<file path="config.mk">
export PLATFORM = sky130hd
export DESIGN_NAME = sfr_bus_capture
export DESIGN_NICKNAME = d
export VERILOG_FILES = /design/src/rtl/sfr_mon_pkg.sv /design/src/rtl/sfr_txn_fifo.sv /design/src/rtl/sfr_bus_capture.sv
export SDC_FILE = /design/constraint.sdc
export NUM_CORES = 1
export LEC_CHECK = 0
export CAP_MARGIN = 15
export CORE_MARGIN = 10
export CORE_UTILIZATION = 45
export CTS_CLUSTER_DIAMETER = 200
export CTS_CLUSTER_SIZE = 20
export DETAILED_ROUTE_END_ITERATION = 10
export PLACE_DENSITY = 0.66
export SKIP_LAST_GASP = 1
export SLEW_MARGIN = 0
export SYNTH_ARGS = -nofsm -noshare
export SYNTH_HDL_FRONTEND = slang
export SYNTH_SLANG_ARGS = --single-unit
</file>
<file path="constraint.sdc">
create_clock -name clk -period 3.8 [get_ports clk]
set_input_delay 0.76 -clock clk [delete_from_list [all_inputs] [get_ports clk]]
set_output_delay 0.76 -clock clk [all_outputs]
set_load 0.01 [all_outputs]
</file>
<file path="src/rtl/sfr_mon_pkg.sv">
// Shared types for the SFR bus capture engine: transaction record and its builder.
package sfr_mon_pkg;

   localparam int unsigned SFR_ADDR_W = 8;
   localparam int unsigned SFR_DATA_W = 8;

   typedef struct packed {
      logic                  err;
      logic                  we;
      logic [SFR_ADDR_W-1:0] addr;
      logic [SFR_DATA_W-1:0] wdata;
      logic [SFR_DATA_W-1:0] rdata;
   } sfr_txn_t;

   localparam int unsigned SFR_TXN_W = $bits(sfr_txn_t);

   function automatic sfr_txn_t make_txn(input logic                  err,
                                         input logic                  we,
                                         input logic [SFR_ADDR_W-1:0] addr,
                                         input logic [SFR_DATA_W-1:0] wdata,
                                         input logic [SFR_DATA_W-1:0] rdata);
      sfr_txn_t t;
      t.err   = err;
      t.we    = we;
      t.addr  = addr;
      t.wdata = wdata;
      t.rdata = rdata;
      return t;
   endfunction

endpackage

</file>
<file path="src/rtl/sfr_txn_fifo.sv">
// Synchronous FIFO whose head entry, flags and level all come straight from flops.
module sfr_txn_fifo #(
   parameter int unsigned DEPTH = 8,
   parameter int unsigned WIDTH = 8
) (
   input  logic                   clk,
   input  logic                   reset,
   input  logic                   push,
   input  logic [WIDTH-1:0]       push_data,
   input  logic                   pop,
   output logic [WIDTH-1:0]       head,
   output logic                   full,
   output logic                   empty,
   output logic [$clog2(DEPTH):0] level
);

   localparam int unsigned PTR_W = $clog2(DEPTH);
   localparam int unsigned LVL_W = PTR_W + 1;

   logic [WIDTH-1:0] mem_q [DEPTH];
   logic [WIDTH-1:0] mem_d [DEPTH];
   logic [PTR_W-1:0] wr_ptr_q, wr_ptr_d;
   logic [PTR_W-1:0] rd_ptr_q, rd_ptr_d;
   logic [LVL_W-1:0] level_q, level_d;
   logic [LVL_W-1:0] kept;
   logic [WIDTH-1:0] head_q, head_d;
   logic             full_q, full_d;
   logic             empty_q, empty_d;
   logic             do_push, do_pop;

   // A push into a full FIFO is only accepted when the head leaves the same cycle.
   always_comb begin
      do_pop   = pop & ~empty_q;
      do_push  = push & (~full_q | do_pop);
      kept     = level_q - LVL_W'(do_pop);
      level_d  = kept + LVL_W'(do_push);
      wr_ptr_d = wr_ptr_q + PTR_W'(do_push);
      rd_ptr_d = rd_ptr_q + PTR_W'(do_pop);
      mem_d    = mem_q;
      if (do_push) begin
         mem_d[wr_ptr_q] = push_data;
      end
      if (level_d == '0) begin
         head_d = '0;
      end else if (kept == '0) begin
         head_d = push_data;
      end else begin
         head_d = mem_q[rd_ptr_d];
      end
      full_d  = (level_d == LVL_W'(DEPTH));
      empty_d = (level_d == '0);
   end

   always_ff @(posedge clk) begin
      if (reset) begin
         wr_ptr_q <= '0;
         rd_ptr_q <= '0;
         level_q  <= '0;
         head_q   <= '0;
         full_q   <= 1'b0;
         empty_q  <= 1'b1;
      end else begin
         wr_ptr_q <= wr_ptr_d;
         rd_ptr_q <= rd_ptr_d;
         level_q  <= level_d;
         head_q   <= head_d;
         full_q   <= full_d;
         empty_q  <= empty_d;
      end
   end

   // Storage needs no reset: pointers and level decide what is visible.
   always_ff @(posedge clk) begin
      mem_q <= mem_d;
   end

   assign head  = head_q;
   assign full  = full_q;
   assign empty = empty_q;
   assign level = level_q;

endmodule

</file>
<file path="src/rtl/sfr_bus_capture.sv">
// Passive SFR bus capture: packs strobed cycles into records, aligns read data, buffers and streams them.
module sfr_bus_capture
   import sfr_mon_pkg::*;
#(
   parameter int unsigned ADDR_W = SFR_ADDR_W,
   parameter int unsigned DATA_W = SFR_DATA_W,
   parameter int unsigned DEPTH  = 8,
   parameter int unsigned RD_LAT = 0,
   parameter int unsigned CNT_W  = 16
) (
   input  logic                   clk,
   input  logic                   reset,
   input  logic                   enable,
   input  logic [ADDR_W-1:0]      address,
   input  logic [DATA_W-1:0]      write_data,
   input  logic [DATA_W-1:0]      read_data,
   input  logic                   we,
   input  logic                   re,
   output logic                   txn_valid,
   input  logic                   txn_ready,
   output sfr_txn_t               txn_rec,
   output logic [$clog2(DEPTH):0] fifo_level,
   output logic                   overflow,
   output logic [CNT_W-1:0]       drop_cnt
);

   logic                 cap;
   sfr_txn_t             cap_rec;
   logic                 push;
   sfr_txn_t             push_rec;
   logic                 fifo_full;
   logic                 fifo_empty;
   logic                 drop;
   logic                 ovf_q, ovf_d;
   logic [CNT_W-1:0]     cnt_q, cnt_d;
   logic [SFR_DATA_W-1:0] rd_now;

   // Record skeleton; rdata is filled in once the read data is valid.
   always_comb begin
      cap     = enable & (we | re);
      rd_now  = SFR_DATA_W'(read_data);
      cap_rec = make_txn(we & re, we, SFR_ADDR_W'(address),
                         we ? SFR_DATA_W'(write_data) : '0, '0);
   end

   if (RD_LAT == 0) begin : g_lat0
      always_comb begin
         push           = cap;
         push_rec       = cap_rec;
         push_rec.rdata = re ? rd_now : '0;
      end
   end else begin : g_lat1
      logic     stg_vld_q, stg_vld_d;
      logic     stg_re_q, stg_re_d;
      sfr_txn_t stg_rec_q, stg_rec_d;

      // Every record goes through the stage so reads and writes stay in bus order.
      always_comb begin
         stg_vld_d      = cap;
         stg_re_d       = re;
         stg_rec_d      = cap_rec;
         push           = stg_vld_q;
         push_rec       = stg_rec_q;
         push_rec.rdata = stg_re_q ? rd_now : '0;
      end

      always_ff @(posedge clk) begin
         if (reset) begin
            stg_vld_q <= 1'b0;
            stg_re_q  <= 1'b0;
            stg_rec_q <= '0;
         end else begin
            stg_vld_q <= stg_vld_d;
            stg_re_q  <= stg_re_d;
            stg_rec_q <= stg_rec_d;
         end
      end
   end

   sfr_txn_fifo #(
      .DEPTH (DEPTH),
      .WIDTH (SFR_TXN_W)
   ) u_fifo (
      .clk       (clk),
      .reset     (reset),
      .push      (push),
      .push_data (push_rec),
      .pop       (txn_ready),
      .head      (txn_rec),
      .full      (fifo_full),
      .empty     (fifo_empty),
      .level     (fifo_level)
   );

   // A full FIFO with no pop this cycle loses the incoming record.
   always_comb begin
      drop  = push & fifo_full & ~txn_ready;
      ovf_d = ovf_q | drop;
      cnt_d = cnt_q;
      if (drop && (cnt_q != '1)) begin
         cnt_d = cnt_q + CNT_W'(1);
      end
   end

   always_ff @(posedge clk) begin
      if (reset) begin
         ovf_q <= 1'b0;
         cnt_q <= '0;
      end else begin
         ovf_q <= ovf_d;
         cnt_q <= cnt_d;
      end
   end

   assign txn_valid = ~fifo_empty;
   assign overflow  = ovf_q;
   assign drop_cnt  = cnt_q;

endmodule

</file>
======== Word level (Yosys, flattened, before mapping) ========
Index checks and enable logic that the tools add are counted.
storage, ports and cells
  bits of input ports ..................... 30
  bits in writable memories ............... 0
  bits in registers ....................... 263
  memories ................................ 0
  latch bits .............................. 0
  ROM bits ................................ 0
  word-level logic and storage cells ...... 54
cells by class
  equality and inequality tests ........... 2
  magnitude comparators ................... 3
  div/mod/pow operators ................... 0
  $mul .................................... 0
  reduce and logical (&&, ||, !) cells .... 5
  mux-type cells .......................... 9
  shift operators ......................... 0
  bitwise gates (word level) .............. 14
  add/subtract/negate cells ............... 5
operators with widths
  cell                                                 number
  bitwise mux 208 bit                                  1
  two-way mux 26 bit                                   4
  binary-select mux 26 bit (select 3 bit)              1
  demux 26 bit (select 3 bit)                          1
  adder 16 x 1 -> 16 bit (second input constant)       1
  two-way mux 8 bit                                    2
  != test 16 bit (second input constant)               1
  >= comparator 4 bit (second input constant)          2
  logical NOT 4 bit                                    2
  NOT 3 -> 4 bit                                       2
  adder 3 x 1 -> 3 bit                                 2
  AND 1 bit                                            6
  adder 4 x 1 -> 4 bit                                 1
  == test 4 bit (second input constant)                1
  < comparator 4 x 1 -> 1 bit (second input constant)  1
  subtractor 4 x 1 -> 4 bit                            1
  NOT 1 bit                                            3
  bitwise OR 1 bit                                     3
  logical AND 1 bit                                    2
  OR reduction 2 bit                                   1

======== Logic depth before layout (Yosys ltp) ========
  word-level depth ........................ 8
  mapped depth ............................ 11
  depth with buffers taken out ............ 10

======== Cells and area by module ========
Synthesis repeated with hierarchy kept, for this count alone.
unflattened totals
  cell total of the unflattened synthesis .. 696
  area, all modules ....................... 10520.1 um^2
modules (own cells, without submodules)
  module           seq. area each (um^2)  area each (um^2)  cells each  times used
  sfr_txn_fifo     7006.7                 9454.1            567         1
  sfr_bus_capture  340.3                  1066.0            129         1

======== Worst setup path after synthesis ========
Ideal clock, no wire load.
  path type ............................... input port to flip-flop
  start point ............................. input re
  end point ............................... register u_fifo.mem_q[130] (netlist name) (enable)
  path buffers ............................ 0
  slack ................................... -20 ps
  arrival ................................. 3373 ps
  required time ........................... 3353 ps
  stages on the path ...................... 3
  cells stage by stage .................... o21ai_0 -> or3_1 -> nor3b_1
between the ends
  word-level cells in the longest chain between the ends .. 3
RTL lines
  item                  line                   text
  start, declared       sfr_bus_capture.sv:18  input logic re,
  bitwise OR 1 bit      sfr_bus_capture.sv:40  cap = enable & (we | re);
  AND 1 bit             sfr_bus_capture.sv:40
  AND 1 bit             sfr_txn_fifo.sv:34     do_push = push & (~full_q | do_pop);
  end signal, assigned  sfr_txn_fifo.sv:74     mem_q <= mem_d;
  end, declared         sfr_txn_fifo.sv:20     logic [WIDTH-1:0] mem_q [DEPTH];
No other way between the ends.
A chain may end at the register's enable or synchronous reset.

======== Worst setup path in the final report ========
  start point ............................. input txn_ready
  end point ............................... register u_fifo.head_q[9], in the netlist u_fifo.head[9]
between the ends
  word-level cells in the longest chain between the ends .. 7
RTL lines
  item                                                                               line                   text
  start, declared                                                                    sfr_bus_capture.sv:20  input logic txn_ready,
  AND 1 bit (*)                                                                      sfr_txn_fifo.sv:33     do_pop = pop & ~empty_q;
  parallel branches: the longest is 6 deep, another holds subtractor 4 x 1 -> 4 bit  --
  end signal, assigned                                                               sfr_txn_fifo.sv:59     head_q <= '0;
  end signal, assigned                                                               sfr_txn_fifo.sv:66     head_q <= head_d;
  end, declared                                                                      sfr_txn_fifo.sv:26     logic [WIDTH-1:0] head_q, head_d;
Mark *: on every way between the ends. The select of a mux whose other input is x is not followed.

==> impl_metrics.ini <==
[setup_path]
cp_num_buf_inv = 3
timing.critical_path.mode_cell = ha_1
crit_fanout = 21
crit_path_cell_trace = clkdlybuf4s50_1, and2b_1, ha_1, xor2_1, ha_1, inv_1, a2111oi_0, nand4_1, o311ai_4, buf_12, a21oi_1
critPathTopFamily = buffers and inverters
path_class = in -> reg
cp-start-kind = primary input
arrival_ns = 3.63
cp_slowest_stage_delay_ns = 0.47
slowest_stage = xor2_1
path_depth = 11
r2r_slack_ns = 0.82
required_ns = 4.18
r2r_cells = 10
cp-end-kind = register

[route]
wirelength_mm = 22.7
vias = 5915
wl_met1_mm = 9.53
first_iter_violations = 520
dr_wl_met2_mm = 11.2
drcViolationCount = 0
avgViaCountPerCell = 5.53
wire_per_inst_um = 21.2
first_pass_iters = 5
final_antenna_net_count = 0
met3_wirelength_mm = 1.57
topRoutingLayerUsed = met4

[clock_tree]
root_buffer = clkbuf_16
hold_buffers = 0
clk_latency_ns = 0.50
cts_sinks = 263
post_cts_buffers = 0
numCtsBuffers = 17
clk_pin_slew_worst_paths_ns = 0.08
ctsResizeCount = 0
cts_tree = yes
clk_path_buf_depth = 3
ctsHtreeMaxLevel = 1

[place]
post_dp_cell_area_um2 = 11700
hpwlAfterDp_mm = 13.4
place.gp.congestion = 0.848
portBuffers = 77

[synth]
synth_area_leaders = edfxtp_1 61%, dfxtp_1 11%, mux2i_1 10%, a22oi_1 3.8%, a21oi_1 1.4%
ys_seq_area_share_pct = 71.2
netlist_instances = 685
yosys.cell_types.count = 44
synth_most_common_cell = edfxtp_1
avgSynthCellArea_um2 = 15.1
synth_top_area_share_pct = 60.5
yosysWarnings = 0
synthArstFlopShare_pct = 0
ys.flop_type = edfxtp_1
synth_top_cell_by_area = edfxtp_1
syn_nets = 723
synth-seq-cells = 263
synth_edf_count = 208
syn_area_um2 = 10300
synth_common_cells = 208 x edfxtp_1, 105 x mux2i_1, 55 x dfxtp_1, 52 x a22oi_1, 33 x nand2_1

[global_routing]
grt_pass1_wl_mm = 35.4
gr-total-overflow = 0
grt_pass1_vias = 6264
antenna_found_initial = 0
grt_max_degree = 30
track_usage_pct = 15.4

[sta]
tns_ns = 0
rsz0062_at_grt = no
worst_slew_pin_slew_ns = 0.668
whs_ns = 0.487
skew_ns = 0.0148
fin_crit_sh_pct = 85.3
max_clock_freq_mhz = 308
hold_violations = 0
slew_viol_final = 0
setup_viol = 0
maxSlewHeadroom_pct = 55.1
min_period_ns = 3.24

[finish]
fin_util_pct = 53.8
diodes = 0
stdcell_area_um2 = 12100
layout.nets = 812
synthToLayoutAreaGrowth_pct = 17.7
layout-drive-gt1-share_pct = 8.55

[floorplanning]
dieWidth_um = 171
core_area_um2 = 22600
start_util_pct = 45.7
dieHeight_um = 171
row_count = 55
design.die.area_um2 = 29400
io_pins = 78

[power]
power_density_nw_per_um2 = 591
power_mw = 7.18
peakVddDrop_v = 0.000377
leakage_nw = 3.87

[run]
maxCapViolations = 0

[worst_hold_path]
hold_depth = 2
holdCritPathClass = reg -> reg

[run_status]
status = finished clean
## path summary, 6_finish.rpt
kind                                 from                   endpoint
hold / removal        overflow$_SDFF_PP0_        overflow$_SDFF_PP0_
hold reg to reg       overflow$_SDFF_PP0_        overflow$_SDFF_PP0_
setup reg to reg  u_fifo.empty$_SDFF_PP1_  u_fifo.head[9]$_SDFF_PP0_
setup / recovery                txn_ready  u_fifo.head[9]$_SDFF_PP0_
## final cells by class
class                      instances  area, µm²
fill                            1814      10400
sequential                       263       7350
multi-input combinational        380       2870
clock buffer                      27        463
tap                              285        357
timing repair buffer             107       1060
inverter                           5       18.8
clock inverter                     2       28.8
## routing by layer
| layer | GRT usage (%) | vias to the layer above |
|---|---|---|
| met5 | 0 | - |
| met4 | 3.89 | 0 |
| met3 | 3.21 | 33 |
| met2 | 26.4 | 166 |
| met1 | 19.5 | 2915 |
| li1 | - | 2801 |
## worst min-delay path, stage by stage (launching register included)
cell     delay [ns]
dfxtp_1        0.34
nor2_1         0.05
nor2_1         0.07
## through the flow
| step | setup slack (ns) | instances |
|---|---|---|
| after floorplan | 0.0987 | 685 |
| after global placement | 0.244 | 1040 |
| after detailed placement | 0.0805 | 1040 |
| after CTS | 0.609 | 1069 |
| after global routing | 0.394 | 1069 |
| final | 0.558 | 1069 |
## sequential cells by signal (all words and copies together) (netlist names)
| signal | flops |
|---|---|
| u_fifo.level | 4 |
| overflow | 1 |
| drop_cnt | 16 |
| u_fifo.mem_q | 208 |
| u_fifo.empty | 1 |
| u_fifo.full | 1 |
| u_fifo.head | 26 |
| u_fifo.wr_ptr_q | 3 |
| u_fifo.rd_ptr_q | 3 |
## placed cells by master, fill, tap and decap left out, types with 4 or more instances in the layout
master,netlist,final
o211ai_1,4,4
xnor2_1,8,8
and3_1,4,4
buf_12,0,5
nand2_1,33,33
dfxtp_1,55,55
o21ai_0,4,4
buf_4,0,25
xor2_1,10,10
nand4_1,5,5
nand3_1,29,29
a21oi_1,29,29
mux2i_1,105,105
nor3_1,7,5
and2_1,18,18
clkbuf_1,25,10
inv_1,5,5
ha_1,8,7
nor2b_1,11,9
nor2_1,24,21
clkdlybuf4s50_1,0,77
clkbuf_16,0,17
edfxtp_1,208,208
a22oi_1,52,52
## power by group
| group | leakage (nW) | internal, mW | switching (mW) |
|---|---|---|---|
| Clock | 0.236 | 0.859 | 0.908 |
| Sequential | 2.35 | 3.30 | 0.0890 |
| Combinational | 1.28 | 0.810 | 1.21 |
| Total | 3.87 | 4.97 | 2.21 |
## cells by family after synthesis
logic type	Yosys count	synth area share, %
XOR/XNOR	18	1.53
multiplexers	105	10.2
AND/OR/NAND/NOR	150	7.75
adder cells (fa/ha/maj)	8	0.970
flip-flops	263	71.2
buffers and inverters	42	1.73
AO/OA/AOI/OAI	99	6.67
Power figures use the tool's default switching activity.
